**src/rtl/mem_access_stage.sv**
```systemverilog
// Memory-access pipeline stage: RV32I load/store over a req/ack data port, with pass-through of other results.
// Optional macro MEM_ACCESS_MISALIGN_TRAP_EN turns misaligned accesses into single-cycle exceptions.
module mem_access_stage #(
  parameter logic [6:0] OP_LOAD  = 7'b0000011,
  parameter logic [6:0] OP_STORE = 7'b0100011
) (
  input  logic        CLK,
  input  logic        RST,
  input  logic        FLUSH,
  input  logic        A_VALID,
  input  logic [31:0] A_PC,
  input  logic [31:0] A_INST,
  input  logic [4:0]  A_REG_D,
  input  logic [31:0] A_REG_D_V,
  input  logic [31:0] A_STORE_V,
  input  logic        A_DO_JMP,
  input  logic [31:0] A_NEW_PC,
  output logic        MEM_WAIT,
  output logic        MEM_REQ,
  output logic        MEM_WE,
  output logic [31:0] MEM_ADDR,
  output logic [3:0]  MEM_WSTRB,
  output logic [31:0] MEM_WDATA,
  input  logic        MEM_ACK,
  input  logic [31:0] MEM_RDATA,
  output logic        M_VALID,
  output logic [31:0] M_PC,
  output logic [31:0] M_INST,
  output logic [4:0]  M_REG_D,
  output logic [31:0] M_REG_D_V,
  output logic        M_EXC,
  output logic        DO_JMP,
  output logic [31:0] NEW_PC
);

  typedef enum logic {IDLE = 1'b0, BUSY = 1'b1} state_t;

  // Handshake: MEM_REQ rises with the request fields and all of them hold
  // unchanged until the cycle MEM_ACK is sampled high; MEM_ACK outside BUSY is ignored.
  state_t      state_q;
  logic        mem_req_q, mem_we_q;
  logic [31:0] mem_addr_q, mem_wdata_q;
  logic [3:0]  mem_wstrb_q;
  logic [1:0]  addr_lo_q;
  logic        m_valid_q, jmp_q;
  logic [31:0] m_pc_q, m_inst_q, m_reg_d_v_q, new_pc_q;
  logic [4:0]  m_reg_d_q;

  logic [2:0]  f3_d;
  logic        is_load_d, is_store_d, ld_ok_d, st_ok_d;
  logic        misalign_d, issue_d, zero_rd_d, capture_d;
  logic [3:0]  wstrb_d;
  logic [31:0] wdata_d;

  always_comb begin
    f3_d       = A_INST[14:12];
    is_load_d  = (A_INST[6:0] == OP_LOAD);
    is_store_d = (A_INST[6:0] == OP_STORE);
    ld_ok_d    = is_load_d && (f3_d inside {3'b000, 3'b001, 3'b010, 3'b100, 3'b101});
    st_ok_d    = is_store_d && (f3_d inside {3'b000, 3'b001, 3'b010});
`ifdef MEM_ACCESS_MISALIGN_TRAP_EN
    misalign_d = (ld_ok_d || st_ok_d) &&
                 (((f3_d[1:0] == 2'b01) && A_REG_D_V[0]) ||
                  ((f3_d[1:0] == 2'b10) && (A_REG_D_V[1:0] != 2'b00)));
`else
    misalign_d = 1'b0;
`endif
    issue_d    = (ld_ok_d || st_ok_d) && !misalign_d;
    zero_rd_d  = is_store_d || (is_load_d && !issue_d);
    capture_d  = (state_q == IDLE) && A_VALID && !FLUSH;
    case (f3_d[1:0])
      2'b00: begin
        wstrb_d = 4'b0001 << A_REG_D_V[1:0];
        wdata_d = {4{A_STORE_V[7:0]}};
      end
      2'b01: begin
        wstrb_d = A_REG_D_V[1] ? 4'b1100 : 4'b0011;
        wdata_d = {2{A_STORE_V[15:0]}};
      end
      default: begin
        wstrb_d = 4'b1111;
        wdata_d = A_STORE_V;
      end
    endcase
  end

  // Load formatting works off the captured funct3 and low address bits.
  logic [31:0] rd_shift_d, load_d;
  logic [15:0] rd_half_d;
  always_comb begin
    rd_shift_d = MEM_RDATA >> {addr_lo_q, 3'b000};
    rd_half_d  = addr_lo_q[1] ? MEM_RDATA[31:16] : MEM_RDATA[15:0];
    case (m_inst_q[14:12])
      3'b000:  load_d = {{24{rd_shift_d[7]}}, rd_shift_d[7:0]};
      3'b001:  load_d = {{16{rd_half_d[15]}}, rd_half_d};
      3'b100:  load_d = {24'b0, rd_shift_d[7:0]};
      3'b101:  load_d = {16'b0, rd_half_d};
      default: load_d = MEM_RDATA;
    endcase
  end

  always_ff @(posedge CLK) begin
    if (RST) begin
      state_q     <= IDLE;
      mem_req_q   <= 1'b0;
      mem_we_q    <= 1'b0;
      mem_addr_q  <= '0;
      mem_wstrb_q <= '0;
      mem_wdata_q <= '0;
      addr_lo_q   <= '0;
      m_valid_q   <= 1'b0;
      m_pc_q      <= '0;
      m_inst_q    <= '0;
      m_reg_d_q   <= '0;
      m_reg_d_v_q <= '0;
      jmp_q       <= 1'b0;
      new_pc_q    <= '0;
    end else begin
      case (state_q)
        IDLE: begin
          if (capture_d) begin
            m_pc_q      <= A_PC;
            m_inst_q    <= A_INST;
            m_reg_d_v_q <= A_REG_D_V;
            m_reg_d_q   <= zero_rd_d ? 5'd0 : A_REG_D;
            jmp_q       <= A_DO_JMP;
            new_pc_q    <= A_NEW_PC;
            addr_lo_q   <= A_REG_D_V[1:0];
            if (issue_d) begin
              state_q     <= BUSY;
              mem_req_q   <= 1'b1;
              mem_we_q    <= st_ok_d;
              mem_addr_q  <= {A_REG_D_V[31:2], 2'b00};
              mem_wstrb_q <= st_ok_d ? wstrb_d : 4'b0000;
              mem_wdata_q <= st_ok_d ? wdata_d : 32'd0;
              m_valid_q   <= 1'b0;
            end else begin
              m_valid_q   <= 1'b1;
            end
          end else begin
            m_valid_q <= 1'b0;
          end
        end
        BUSY: begin
          if (MEM_ACK) begin
            state_q   <= IDLE;
            mem_req_q <= 1'b0;
            m_valid_q <= 1'b1;
            if (!mem_we_q) m_reg_d_v_q <= load_d;
          end else begin
            m_valid_q <= 1'b0;
          end
        end
        default: state_q <= IDLE;
      endcase
    end
  end

`ifdef MEM_ACCESS_MISALIGN_TRAP_EN
  logic m_exc_q;
  always_ff @(posedge CLK) begin
    if (RST || (state_q == BUSY)) m_exc_q <= 1'b0;
    else                          m_exc_q <= capture_d && misalign_d;
  end
  assign M_EXC = m_exc_q;
`else
  assign M_EXC = 1'b0;
`endif

  // The FSM state is directly observable on MEM_WAIT.
  assign MEM_WAIT  = (state_q == BUSY);
  assign MEM_REQ   = mem_req_q;
  assign MEM_WE    = mem_we_q;
  assign MEM_ADDR  = mem_addr_q;
  assign MEM_WSTRB = mem_wstrb_q;
  assign MEM_WDATA = mem_wdata_q;
  assign M_VALID   = m_valid_q;
  assign M_PC      = m_pc_q;
  assign M_INST    = m_inst_q;
  assign M_REG_D   = m_reg_d_q;
  assign M_REG_D_V = m_reg_d_v_q;
  assign DO_JMP    = m_valid_q & jmp_q;
  assign NEW_PC    = new_pc_q;

endmodule

```
**config.mk**
```make
export PLATFORM = sky130hd
export DESIGN_NAME = mem_access_stage
export DESIGN_NICKNAME = d
export VERILOG_FILES = /design/src/rtl/mem_access_stage.sv
export SDC_FILE = /design/constraint.sdc
export NUM_CORES = 1
export LEC_CHECK = 0
export CORE_AREA = 5 5 155 157
export CTS_CLUSTER_DIAMETER = 80
export CTS_CLUSTER_SIZE = 24
export DETAILED_ROUTE_END_ITERATION = 8
export DIE_AREA = 0 0 160 162
export PLACE_DENSITY = 0.77
export SLEW_MARGIN = 20
export SYNTH_ARGS = -nofsm -noshare
export SYNTH_HDL_FRONTEND = slang
export SYNTH_SLANG_ARGS = --single-unit
```
**constraint.sdc**
```tcl
create_clock -name CLK -period 3 [get_ports CLK]
set_input_delay 0.75 -clock CLK [delete_from_list [all_inputs] [get_ports CLK]]
set_output_delay 0.75 -clock CLK [all_outputs]
set_load 0.02 [all_outputs]
```
Yosys cells after proc, flatten, opt, wreduce, memory -nomap -nowiden --
Cells that the tools add are included.
Cells by class: add/sub/neg operators 0, shifts and indexed selects 2, muxes and demuxes 24, reductions and logical operators 18, div/mod/pow operators 0, eq/ne operators 14, magnitude comparators 0, bitwise gates (word level) 2, multiply operators 0
Operators by type and width (count):
- 32-bit 2-to-1 mux | 4
- 32-bit one-hot mux with 2 select lines | 2
- 32-bit one-hot mux with 4 select lines | 1
- 32-bit by 5-bit right shift with 8-bit output | 1
- 16-bit 2-to-1 mux | 1
- 3-bit == test, second input constant | 4
- 1-bit 2-to-1 mux | 9
- 3-bit AND reduction | 3
- 4-bit 2-to-1 mux | 2
- 2-bit != test, second input constant | 4
- 4-bit one-hot mux with 2 select lines | 1
- 7-bit by 2-bit == test with 1-bit output, second input constant | 1
- 7-bit by 6-bit == test with 1-bit output, second input constant | 1
- 3-bit by 1-bit == test with 1-bit output, second input constant | 2
- 3-bit logical NOT | 2
- 1-bit one-hot mux with 2 select lines | 3
- 1-bit logical AND | 5
- 5-bit 2-to-1 mux | 1
- 5-bit nonzero test | 1
- 1-bit by 2-bit << shifter with 4-bit output, first input constant | 1
- 3-bit by 2-bit == test with 1-bit output, second input constant | 1
- 3-bit nonzero test | 1
- 2-bit by 1-bit == test with 1-bit output, second input constant | 1
- 1-bit logical NOT | 2
- other kinds (5) | 6
Word-level totals: ROM bits 0, bits in registers 206, memories kept 0, bits in writable memories 0, output and inout port bits 207, input port bits 203, latch bits 0, logic and storage cells 74

Longest topological paths before layout --
depth in word-level cells 8, depth in mapped cells 9, gate-level depth less buffers 4

Least setup slack after synthesis --
No wires, ideal clock.
kind input to register, start input A_INST[2], end register mem_wstrb_q[0] (netlist: MEM_WSTRB[0]), path buffers 2, arrival time 1.856 ns, data required time 2.868 ns, library setup time 0.132 ns, cell stages on the path 6, slack 1.011 ns, cells stage by stage nor4_2 -> nand4_1 -> buf_2 -> clkbuf_1 -> o21ai_0 -> a21oi_1
On the way: cells in the longest elaborated chain, start to end 4, elaborated cells between the ends (all ways) 7, those cells by class eq/ne (2); mux (1); reduce/logical (4)
Ends and longest elaborated chain:
- start, declared | RTL line 12 | input logic [31:0] A_INST,
- 7-bit by 2-bit == test with 1-bit output / 7-bit by 6-bit == test with 1-bit output (equally long branches) | RTL line 57, 58
- 1-bit logical AND (on tied branches) | RTL line 59, 60
- 1-bit logical OR | RTL line 68 | issue_d = (ld_ok_d || st_ok_d) && !misalign_d;
- 3-bit AND reduction (no source line)
- end signal, assigned | RTL line 134 | mem_wstrb_q <= st_ok_d ? wstrb_d : 4'b0000;
- end, declared | RTL line 43 | logic [3:0] mem_wstrb_q;
Parallel ways exist; a longest one is shown, timed or not. A chain may end at the register's enable or synchronous reset.

Worst setup path in the final report --
start register state_q (netlist: MEM_WAIT), end output MEM_WAIT
RTL lines:
- start, declared | RTL line 40 | state_t state_q;
- start signal, assigned | RTL line 104 | state_q <= IDLE;
- start signal, assigned | RTL line 130 | state_q <= BUSY;
- start signal, assigned | RTL line 146 | state_q <= IDLE;
- end, declared | RTL line 18 | output logic MEM_WAIT,
No word-level cell between the ends.

==> out/qor.txt <==
Pin count of the biggest net entering global routing: 105
Die Footprint: 0.0259 sq mm
Final worst setup slack: 0.478 ns
Largest driver fanout on the critical path: 25
Flip-flop and latch count after synthesis: 206
Buffers on Ports: 406
Main combinational cell family by area after synthesis: compound AO/OA/AOI/OAI gates
Share of the synthesized netlist area taken by xor and xnor gates: 0%
Maximum cell stage delay along the critical path: 0.69 ns
Setup repair after global routing missed its margin: no
Overall global routing resource usage: 24.7%
Outcome: finished clean
Cell types with the largest area share after synthesis: sky130_fd_sc_hd__dfxtp_1, sky130_fd_sc_hd__a21oi_1, sky130_fd_sc_hd__nand2_1
H-Tree Level Count: 1
Adder-cell area share of the yosys netlist: 0%
Asr flop ratio synth: 0%
Leakage power figure: 4.65 nW
Avg Synthesized Cell Area: 7.80 sq um
Final sum of negative setup slack: 0 ns
Prevailing post-synth register cell: sky130_fd_sc_hd__dfxtp_1
Max Used Layer: met4
Buffer depth of the longest clock path: 3
Number of antenna violations at the first check in global routing: 0
Via density: 5.45
PD cells: 432 mW/mm^2
Clock transition at path regs: 0.09 ns
Filler cell count: 1957
Clock tree from TritonCTS: built
Buffers & Inverters on Critical Path: 1
Synthesis-to-layout area growth: 52.3%
Number of CTS-inserted buffers: 13
Final nets: 1678
Number of maximum-capacitance constraint violations: 0
Data required time of the critical path: 2.25 ns
Number of placement rows: 55
Share of synthesized area spent on multiplexers: 3.45%
Post-synthesis simple-gate area fraction: 19.5%
Dpl hpwl: 25200 um
Length of the first detailed-routing pass in iterations: 5
Critical Path, Cell by Cell: clkdlybuf4s50_1
Post-synthesis instance total: 1135
Master of the slowest instance on the critical path: sky130_fd_sc_hd__clkdlybuf4s50_1
Yosys top cell by area: sky130_fd_sc_hd__dfxtp_1
Cell area after technology mapping: 0.00885 sq mm
Post-CTS resize count: 0
Crit. End Element: primary output
Synthesis Warnings: 0
Highest Clock Rate: 397 MHz
Global-route wire length before repair: 52300 um
Placed cell areas: 0.0131 sq mm
Starting density of the core: 39.6%
Final core utilization: 60.3%
Die span in y: 162 um
Clock tree skew after final layout: 0.00977 ns
Vias in the first global route: 9137
Core Box Area: 0.0224 sq mm
Root buffer cell: sky130_fd_sc_hd__clkbuf_16
Final worst-path cycle share: 84.1%
Family with the most delay on the worst path: buffers and inverters
Post-route cell area: 0.0135 sq mm
Number of flops mapped to enable cells by yosys: 0
Worst slew margin: 28.5%
Synth top area share: 46.6%
I/O pins: 410
Setup fix buffers added after clock tree synthesis: 0
# setup viols final: 0
Met2 Routed Length: 16800 um
Antenna diode count: 0
Part of the Yosys area used for sequential elements: 46.6%
Leading cell types by count after synthesis: sky130_fd_sc_hd__nand2_1, sky130_fd_sc_hd__dfxtp_1, sky130_fd_sc_hd__a21oi_1
Via Count: 9607
DRT antenna net count: 0
Routed length on met1: 13200 um
Drt wl/cell: 19.5 um
Worst slack at placement: 0.240 ns
Min cycle time layout: 2.52 ns
Violation count after the first detailed-route iteration: 721
Die extent in x: 160 um
Path type of the worst min-delay path: reg -> reg
Source-to-sink clock delay at the later pin of the worst-skew pair: 0.46 ns
Share of final-layout standard cells stronger than drive strength 1: 5.68%
Routability congestion estimate from global placement: 0.918
Startpoint types: flip-flop
Worst IR drop on VDD: 0.333 mV
Most instantiated library cell after synthesis: sky130_fd_sc_hd__nand2_1
Final hold viol count: 0
Total gr overflow: 0
Hold buffers post-CTS: 0
Measured slew at the worst slew-check pin: 1.07 ns
DRC: 0
Final Max Slew Viols: 0
Routed wire length: 34500 um
Share of the synthesized area in compound gates (AO/OA/AOI/OAI): 23.7%
Met3 routed wirelength: 3140 um
Category of the most critical setup path: reg -> out
Crit path arrival time: 1.77 ns
Distinct cell type count of the synthesized netlist: 49
Count of clock tree sinks: 206
[stage by stage]
| stage | cells | hold slack [ns] | total power, W |
|---|---|---|---|
| 2_1_floorplan | 1137 | 0.432 | 0.00337 |
| 3_3_place_gp | 1745 | 0.438 | 0.00395 |
| 3_5_place_dp | 1745 | 0.444 | 0.00395 |
| 4_1_cts | 1764 | 0.456 | 0.00587 |
| 5_1_grt | 1764 | 0.473 | 0.00606 |
| 6_report | 1764 | 0.456 | 0.00582 |
[area by class of cell]
| type | instances | area (sq um) | share of cell area [%] |
|---|---|---|---|
| Multi-Input combinational cell | 792 | 4170 | 31.0 |
| Tap cell | 285 | 357 | 2.65 |
| Clock buffer | 13 | 325 | 2.41 |
| Sequential cell | 206 | 4130 | 30.6 |
| Clock inverter | 6 | 90.1 | 0.668 |
| Inverter | 34 | 128 | 0.947 |
| Timing Repair Buffer | 428 | 4280 | 31.8 |
[state kept, by name, summed over array words and instances, names as in the netlist]
| signal | flops |
|---|---|
| MEM_WDATA | 32 |
| MEM_ADDR | 30 |
| MEM_WE | 1 |
| M_PC | 32 |
| M_VALID | 1 |
| jmp_q | 1 |
| addr_lo_q | 2 |
| MEM_WAIT | 1 |
| MEM_WSTRB | 4 |
| M_REG_D | 5 |
| M_INST | 32 |
| NEW_PC | 32 |
| MEM_REQ | 1 |
| M_REG_D_V | 32 |
[layer usage]
layer,up-vias,GRT usage (%)
met2,488,42.3
met5,-,0
met3,76,6.95
met4,0,9.15
li1,4565,-
met1,4478,29.7
[final timing paths]
| check | from | endpoint | slack [ns] | depth (start not counted) |
|---|---|---|---|---|
| worst max-delay path | MEM_WAIT | MEM_WAIT | 0.48 | 1 |
| worst min-delay path | M_PC[1] | M_PC[1] | 0.46 | 2 |
| worst max register to register | MEM_WAIT | M_REG_D_V[13] | 0.93 | 4 |
| worst min register to register | M_PC[1] | M_PC[1] | 0.46 | 2 |
[report_power, final]
| group | switching, W | internal, W | leakage [nW] |
|---|---|---|---|
| combinational | 0.000523 | 0.000507 | 2.77 |
| clock | 0.000938 | 0.000978 | 0.206 |
| sequential | 0.0000513 | 0.00282 | 1.68 |
[worst reg2reg max path, cell delays in order, from the launching register on]
cell                      delay (ns)
sky130_fd_sc_hd__dfxtp_2        0.62
sky130_fd_sc_hd__nand2_1        0.22
sky130_fd_sc_hd__o21ai_2        0.57
sky130_fd_sc_hd__nor2_1         0.28
sky130_fd_sc_hd__a22o_1         0.30
[cell families after synthesis]
kind of cell / count (synthesis)
and+or+nand+nor: 391
other: 1
muxes: 26
AOI/OAI and AO/OA: 372
DFF: 206
buffers and inverters: 139
[placed cells by master, fill, tap and decap left out, drive strengths merged, types with 8 or more instances in the layout]
cell type / instances
a211oi: 15
a21oi: 193
and3b: 9
buf: 23
clkbuf: 13
clkdlybuf4s50: 405
dfxtp: 206
inv: 34
mux2: 16
mux2i: 8
nand2: 250
nand3: 69
nor2: 33
nor3b: 8
o21a: 8
o21ai: 107
o22ai: 8
o32ai: 16
(Power assumes the default switching activity.)
